[config.mk]
export PLATFORM = sky130hd
export DESIGN_NAME = imm_gen_pipe
export DESIGN_NICKNAME = d
export VERILOG_FILES = /design/src/rtl/imm_gen_pipe.sv
export SDC_FILE = /design/constraint.sdc
export NUM_CORES = 1
export LEC_CHECK = 0
export ABC_AREA = 0
export CAP_MARGIN = 40
export CORE_ASPECT_RATIO = 0.75
export CORE_MARGIN = 4
export CORE_UTILIZATION = 58
export DETAILED_ROUTE_END_ITERATION = 10
export PLACE_DENSITY = 0.91
export SKIP_CTS_REPAIR_TIMING = 1
export SLEW_MARGIN = 20
export SYNTH_ARGS = -nofsm -noshare
export SYNTH_HDL_FRONTEND = slang
export SYNTH_SLANG_ARGS = --single-unit
[constraint.sdc]
create_clock -name clk -period 5.17 [get_ports clk]
set_input_delay 0.517 -clock clk [delete_from_list [all_inputs] [get_ports clk]]
set_output_delay 0.517 -clock clk [all_outputs]
set_load 0.005 [all_outputs]
[src/rtl/imm_gen_pipe.sv]
// rtl/imm_gen_pipe.sv - pipelined immediate generator with a 2-entry skid buffer
// Extension and pc+imm are computed at the input; main/skid registers hold {illegal, pc, target, imm}.
module imm_gen_pipe #(
  parameter int XLEN = 32
) (
  input  logic            clk,
  input  logic            reset_n,
  input  logic            flush,
  input  logic            in_valid,
  output logic            in_ready,
  input  logic [31:0]     instr,
  input  logic [2:0]      immsrc,
  input  logic [XLEN-1:0] pc_in,
  output logic            out_valid,
  input  logic            out_ready,
  output logic [XLEN-1:0] immext,
  output logic [XLEN-1:0] target,
  output logic [XLEN-1:0] pc_out,
  output logic            illegal
);

  localparam int EW = 3 * XLEN + 1;

  logic            s;
  logic [XLEN-1:0] imm_c;
  logic [XLEN-1:0] tgt_c;
  logic            ill_c;
  logic [EW-1:0]   new_ent;
  logic            unused_opcode;

  assign s             = instr[31];
  assign unused_opcode = ^instr[6:0];

  always_comb begin
    imm_c = '0;
    ill_c = 1'b0;
    case (immsrc)
      3'b000: imm_c = {{(XLEN-12){s}}, instr[31:20]};
      3'b001: imm_c = {{(XLEN-12){s}}, instr[31:25], instr[11:7]};
      3'b010: imm_c = {{(XLEN-12){s}}, instr[7], instr[30:25], instr[11:8], 1'b0};
      3'b011: imm_c = {{(XLEN-20){s}}, instr[19:12], instr[20], instr[30:21], 1'b0};
      // sign-extend the 20-bit field first so RV64 gets copies of instr[31] above bit 31
      3'b100: imm_c = {{(XLEN-20){s}}, instr[31:12]} << 12;
      3'b101: imm_c = {{(XLEN-5){1'b0}}, instr[19:15]};
      3'b110: begin
        if (XLEN == 64) imm_c = {{(XLEN-6){1'b0}}, instr[25:20]};
        else            imm_c = {{(XLEN-5){1'b0}}, instr[24:20]};
      end
      default: ill_c = 1'b1;
    endcase
  end

  assign tgt_c   = pc_in + imm_c;
  assign new_ent = {ill_c, pc_in, tgt_c, imm_c};

  logic          main_valid_q, main_valid_d;
  logic          skid_valid_q, skid_valid_d;
  logic [EW-1:0] main_q, main_d;
  logic [EW-1:0] skid_q, skid_d;
  logic          accept;
  logic          main_free;

  assign in_ready  = !skid_valid_q;
  assign accept    = in_valid && in_ready;
  assign main_free = !main_valid_q || out_ready;

  always_comb begin
    main_valid_d = main_valid_q;
    skid_valid_d = skid_valid_q;
    main_d       = main_q;
    skid_d       = skid_q;
    if (flush) begin
      main_valid_d = 1'b0;
      skid_valid_d = 1'b0;
    end else if (main_free) begin
      // a full skid implies in_ready is low, so no new entry competes with it
      if (skid_valid_q) begin
        main_d       = skid_q;
        main_valid_d = 1'b1;
        skid_valid_d = 1'b0;
      end else if (accept) begin
        main_d       = new_ent;
        main_valid_d = 1'b1;
      end else begin
        main_valid_d = 1'b0;
      end
    end else if (accept) begin
      skid_d       = new_ent;
      skid_valid_d = 1'b1;
    end
  end

  always_ff @(posedge clk or negedge reset_n) begin
    if (!reset_n) begin
      main_valid_q <= 1'b0;
      skid_valid_q <= 1'b0;
      main_q       <= '0;
      skid_q       <= '0;
    end else begin
      main_valid_q <= main_valid_d;
      skid_valid_q <= skid_valid_d;
      main_q       <= main_d;
      skid_q       <= skid_d;
    end
  end

  assign out_valid = main_valid_q;
  assign {illegal, pc_out, target, immext} = main_q;

endmodule

==> results of run 1 <==
==> cells in the final DEF (no fill, tap or decap), types with 12 or more instances in the layout <==
master / n
o21ai_0: 152
a21oi_1: 111
clkdlybuf4s50_1: 162
dfrtp_1: 195
xnor2_1: 19
nor2_1: 58
mux2_2: 40
buf_4: 12
mux2i_1: 46
nor2b_1: 13
a21o_1: 13
inv_1: 35
ha_1: 31
o21a_1: 12
nand2_1: 171
xor2_1: 12
clkbuf_16: 17
==> flip-flops by register name (all words and copies together), names as in the netlist <==
register,cells
main_q,97
out_valid,1
skid_valid_q,1
skid_q,97
==> cell families after synthesis <==
logic type | synth area share (%)
AND/OR/NAND/NOR | 12.6
multiplexers | 8.81
flip-flops | 47.5
buffers and inverters | 4.35
adder cells (fa/ha/maj) | 3.95
AO/OA/AOI/OAI | 20.2
XOR/XNOR | 2.63
==> per-stage QoR <==
stage               util (%)  hold slack [ns]  instances  worst slack [ns]  area [sq um]
floorplan                  -            0.221       1117              1.45         10300
global placement        70.4            0.454       1448             0.568         12100
detailed placement      70.5            0.465       1450             0.548         12100
CTS                     74.0            0.183       1481             0.958         12700
global route            74.4            0.451       1484             0.548         12700
finish                  74.4            0.452       1484             0.866         12700
==> area by class of cell <==
cell class | instances | area (sq um)
Multi-Input combinational cell | 807 | 5000
Sequential cell | 196 | 4910
Fill cell | 1227 | 4390
Timing Repair Buffer | 179 | 1800
Clock buffer | 21 | 480
Tap cell | 236 | 295
Inverter | 35 | 131
Clock inverter | 10 | 119
==> where the power goes <==
group	internal, mW	switching (mW)	total, mW
registers	1.87	0.190	2.06
logic	0.605	0.570	1.18
clock network	0.766	0.595	1.36
total	3.24	1.36	4.59
==> worst paths after layout <==
kind,depth (start not counted),end,slack [ns]
setup / recovery,13,skid_q[63],0.87
hold / removal,2,main_q[72],0.45
setup reg to reg,4,skid_q[87],2.45
hold reg to reg,2,main_q[40],0.48
max in group asynchronous,4,skid_q[88],3.42
min in group clk,2,main_q[40],0.48
==> worst max-delay path: cells and delay by family <==
family	cells	cell delay [ns]
adders and majority gates	1	0.32
AOI/OAI and AO/OA	5	0.90
xor gates and xnor gates	1	0.24
and+or+nand+nor	4	1.90
buffers and inverters	2	0.74
==> layer usage <==
layer,vias up,part of all wire [%]
met3,52,6.7
met1,4224,43
li1,4126,-
met4,0,2.3
met5,-,0
met2,336,48
==> impl_results.md, run 1 <==
- GRT Util Overall: 27.5%
- Crit-path most repeated cell: nor2b_1
- Synth top area share: 47.5%
- Synth top area cells: dfrtp_1, o21ai_0, nand2_1
- Via density per instance: 5.89
- Worst-path cell chain: clkdlybuf4s50_1, nor2b_1, nor2b_1, a21oi_1, inv_1, ha_1, nand4_1, or4_1, a211oi_1, a211o_1, a221oi_2, xnor2_1, o21ai_1
- Status: finished, final reports clean
- RSZ-0062 raised after global routing: no
- Nets: 1340
- DIE HEIGHT: 124 um
- Clk_lat worst skew: 0.43 ns
- Largest net degree at the start of global routing: 98
- Final setup fails: 0
- Met3 Resource Use GR: 6.38%
- Main synth FF type: dfrtp_1
- Least-Margin Pin Slew: 0.770 ns
- Met2 GRT Util: 45.2%
- Grt ovf: 0
- Post-detail-place hpwl: 19400 um
- Die area: 20000 sq um
- N_diodes: 0
- YS warnings: 0
- Layout cells sized above 1: 8.49%
- Clock skew: 0.00894 ns
- M1 GR Usage: 37.1%
- Rows: 41
- 1st-iter DRT viols: 884
- Fin Setup TNS: 0 ns
- Global route hottest layer: met2
- Clk root buf: clkbuf_16
- Antenna Nets Post-Route: 0
- RD Place Congestion: 0.954
- RR Startpoint: skid_valid_q
- Max Slew Vio Count: 0
- CTS Buffer Depth: 2
- Synthesis-to-layout area growth: 23.3%
- Seq/Total Area, Yosys: 47.5%
- WL per Instance: 18.5 um
- Max-cap viol count: 0
- WL final: 27500 um
- Netlist cell types: 61
- Clock sinks: 196
- Worst vdd ir: 221 uV
- Max-slew headroom: 48.6%
- Achievable frequency: 0.232 GHz
- Worst hold path type: in -> async
- Ratio of final minimum period to clock period: 83.3%
- Pre-antenna DRT Iters: 6
- EDFF count, synth: 0
- Syn Area/Cell: 9.25 sq um
- Cell Area, Synth: 10300 sq um
- CTS tree: built
- Clk slew on worst S/H paths: 0.07 ns
- Crit path DAT: 4.59 ns
- Critical path fanouts, max: 11
- Crit path max-delay cell type: nor2b_1
- Htree depth: 4
- I/O Buffers: 163
- Total power draw: 4.59 mW
- Core footprint: 17100 sq um
- WS Path Type: in -> reg
- Top-count cell post-synth: dfrtp_1
- Synthesized Nets: 1221
- Initial Util: 60.3%
- P per Cell Area: 361 nW/um^2
- Cell taking the most area after synthesis: dfrtp_1
- Leak Pwr: 5.71 nW
- FF+latch count, synth: 196
- DR DRC count: 0
- Via Count: 8738
- Slowest stage delay, CP: 0.68 ns
- Num CTS Buffers: 17
- CP Launch Type: input port
- Req. time, crit path: 5.46 ns
- CP endpoint kind: flop
- Initial antenna violation count: 0
- Synth Instances: 1117
- First-pass GRT wire length: 43800 um
- CP Launch Point: immsrc[2]
- I/O pin cnt: 171
- Vias in the first global route: 8471
- Post-synth top cells: dfrtp_1, nand2_1, o21ai_0
- Final Hold Violating Endpoints: 0
- Chip width: 162 um
- Asr flop ratio synth: 100%
- Post-layout min period: 4.30 ns
No activity file was read; power rests on OpenSTA's default activity.
==> run 2: changes to the inputs <==
--- a/config.mk
+++ b/config.mk
@@ -9,9 +9,9 @@
 export CAP_MARGIN = 40
 export CORE_ASPECT_RATIO = 0.75
 export CORE_MARGIN = 4
-export CORE_UTILIZATION = 58
+export CORE_UTILIZATION = 54
 export DETAILED_ROUTE_END_ITERATION = 10
-export PLACE_DENSITY = 0.91
+export PLACE_DENSITY = 0.86
 export SKIP_CTS_REPAIR_TIMING = 1
 export SLEW_MARGIN = 20
 export SYNTH_ARGS = -nofsm -noshare
==> constraint.sdc (replaced) <==
create_clock -name clk -period 4.5 [get_ports clk]
set_input_delay 0.45 -clock clk [delete_from_list [all_inputs] [get_ports clk]]
set_output_delay 0.45 -clock clk [all_outputs]
set_load 0.005 [all_outputs]
==> run 2 against run 1 <==
Compared with the run above: worst hold slack gained 0.026 ns; sequential power grew 15%; total power grew 13%; first-iteration DRC count shrank 0.45%; critical path depth grew 2; largest power group unchanged.
==> impl_results.md, run 2 (synthesis results as in run 1) <==
- Max Slew Vio Count: 0 (unchanged)
- Critical path fanouts, max: 28 (+17)
- WL per Instance: 18.1 um (-2.5%)
- Total power draw: 5.17 mW (+13%)
- Clk_lat worst skew: 0.43 ns (about the same)
- RD Place Congestion: 0.955 (about the same)
- Commonest cells after routing, fill and taps aside: dfrtp_1, nand2_1, clkdlybuf4s50_1
- Initial antenna violation count: 0 (unchanged)
- RR Startpoint: skid_valid_q
- Worst vdd ir: 273 uV (+24%)
- Filler cells: 1441 (+17%)
- Clk root buf: clkbuf_16
- Pre-antenna DRT Iters: 6 (unchanged)
- GRT Util Overall: 25.1% (-2.4 points)
- DP Cell Count: 1469 (+1.3%)
- Largest net degree at the start of global routing: 108 (+10%)
- WL final: 27200 um (-1.3%)
- DIE HEIGHT: 128 um (+3.4%)
- Final non-filler cell total: 1502 (+1.2%)
- Clk slew on worst S/H paths: 0.07 ns (about the same)
- Final Cell Area: 12800 sq um (+0.30%)
- Seq pwr share: 45.6% (+0.8 points)
- P_int: 3.64 mW (+12%)
- Leak Pwr: 5.73 nW (+0.37%)
- Clock power share: 28.3% (-1.3 points)
- WHS Endpoint: main_q[82]
- Vias in the first global route: 8473 (+0.024%)
- N_diodes: 0 (unchanged)
- Commonest non-fill, non-tap cell in the layout: dfrtp_1
- Core footprint: 18600 sq um (+8.6%)
- Worst reg2reg setup slack: 1.86 ns (-0.59 ns)
- Switching Fraction: 29.6% (+0.11 points)
- Hold Path Origin: main_q[82]
- Ratio of final minimum period to clock period: 88.3%
- Fin util: 68.7% (-5.7 points)
- Grt ovf: 0 (unchanged)
- Chip width: 168 um (+3.5%)
- Synthesis-to-layout area growth: 23.6%
- Num CTS Buffers: 17 (unchanged)
- P per Cell Area: 405 nW/um^2 (+12%)
- FF-to-FF End: main_q[31]
- Least-Margin Pin Slew: 0.829 ns (+0.0597 ns)
- Worst Slack Setup Final: 0.528 ns (-0.338 ns)
- Htree depth: 4 (unchanged)
- Max-slew headroom: 44.4% (-4.2 points)
- CTS Buffer Depth: 2 (unchanged)
- DR DRC count: 0 (unchanged)
- Crit path DAT: 4.27 ns (-0.32 ns)
- I/O pin cnt: 171 (unchanged)
- WHS: 0.478 ns (+0.0259 ns)
- Initial Util: 55.5% (-4.8 points)
- Achievable frequency: 0.252 GHz
- Worst reg-to-reg path cell count: 5 (+1)
- Antenna Nets Post-Route: 0 (unchanged)
- CP Launch Type: input port
- Via density per instance: 5.79 (-1.7%)
- 1st-iter DRT viols: 880 (-0.45%)
- DP Area: 12200 sq um (+0.88%)
- Via Count: 8694 (-0.50%)
- Post-layout min period: 3.97 ns
- Max-cap viol count: 0 (unchanged)
- Worst hold path type: reg -> reg
- WS Path Type: in -> reg
- Largest regs: main_q (97), skid_q (97)
- I/O Buffers: 163 (unchanged)
- CP endpoint kind: flop
- Die area: 21400 sq um (+7.0%)
- Final Hold Violating Endpoints: 0 (unchanged)
- Rows: 43 (+4.9%)
- Clock skew: 0.00677 ns (-0.00217 ns)
- Post-detail-place hpwl: 19600 um (+0.86%)
- RSZ-0062 raised after global routing: no
- CTS tree: built
- Fin Setup TNS: 0 ns (unchanged)
- Logic gate share of total power: 26.1% (+0.5 points)
- Clock sinks: 196 (unchanged)
- Status: finished, final reports clean
- Post-Place Setup Slack: 0.184 ns (-0.364 ns)
- Req. time, crit path: 4.80 ns (-0.66 ns)
- NetSw: 1.53 mW (+13%)
- Nets: 1347 (+0.52%)
- Final setup fails: 0 (unchanged)
- Cell depth of the worst hold path: 2
- Layout cells sized above 1: 8.92% (+0.43 points)
- First-pass GRT wire length: 43600 um (-0.32%)
run 2: cell count changes in the layout (fill, tap and decap cells not counted):
| cell | before | now |
|---|---|---|
| clkinv_2 | 2 | 3 |
| clkinv_4 | 0 | 1 |
| clkbuf_1 | 0 | 1 |
| bufinv_16 | 2 | 1 |
| buf_4 | 12 | 18 |
| clkbuf_8 | 5 | 3 |
| inv_6 | 3 | 2 |
| clkinvlp_4 | 3 | 4 |
| buf_12 | 2 | 3 |
run 2: critical path, stage by stage:
cell             delay [ns]
clkdlybuf4s50_1        0.48
buf_4                  0.27
nor2b_1                0.22
nor2b_1                0.65
a21oi_1                0.29
inv_1                  0.14
ha_1                   0.25
buf_4                  0.17
and3_1                 0.21
and4_1                 0.25
a221oi_1               0.22
o21ai_0                0.15
o21bai_1               0.23
xnor2_1                0.19
o21ai_0                0.10
run 2: final cells by class:
cell class,count,area (sq um),share of cell area [%]
flip-flops and latches,196,4910,38.4
repair buffers,186,1870,14.6
multi-input cells,807,5000,39.2
clock inverters,11,101,0.793
well taps,247,309,2.42
inverters,35,131,1.03
clock buffers,20,457,3.57
run 2: power by group through the flow:
stage / Sequential [mW] / Combinational (mW) / Clock [mW]
floorplan: 2.35 / 0.696 / 0
global placement: 2.36 / 1.29 / 0
CTS: 2.36 / 1.35 / 1.48
finish: 2.36 / 1.35 / 1.46
global route: 2.41 / 1.50 / 1.55
detailed placement: 2.39 / 1.34 / 0
run 2: worst max path at each step:
stage / end / startpoint / cells after the start / slack [ns]
after global placement: main_q[63] / instr[31] / 14 / 0.18
after CTS: main_q[57] / immsrc[2] / 16 / 0.62
after floorplan: main_q[55] / immsrc[0] / 17 / 0.85
after global routing: skid_q[60] / immsrc[2] / 15 / 0.17
final: skid_q[60] / immsrc[2] / 15 / 0.53
after detailed placement: main_q[57] / immsrc[2] / 16 / 0.18
run 2: routing by layer:
metal	routed length (um)	part of all wire, %	GRT usage, %	vias to the layer above
met4	550	2.0	6.44	0
met2	12800	47	40.5	274
li1	-	-	-	4136
met5	0	0	0	-
met1	12100	45	34.8	4245
met3	1650	6.1	5.86	39
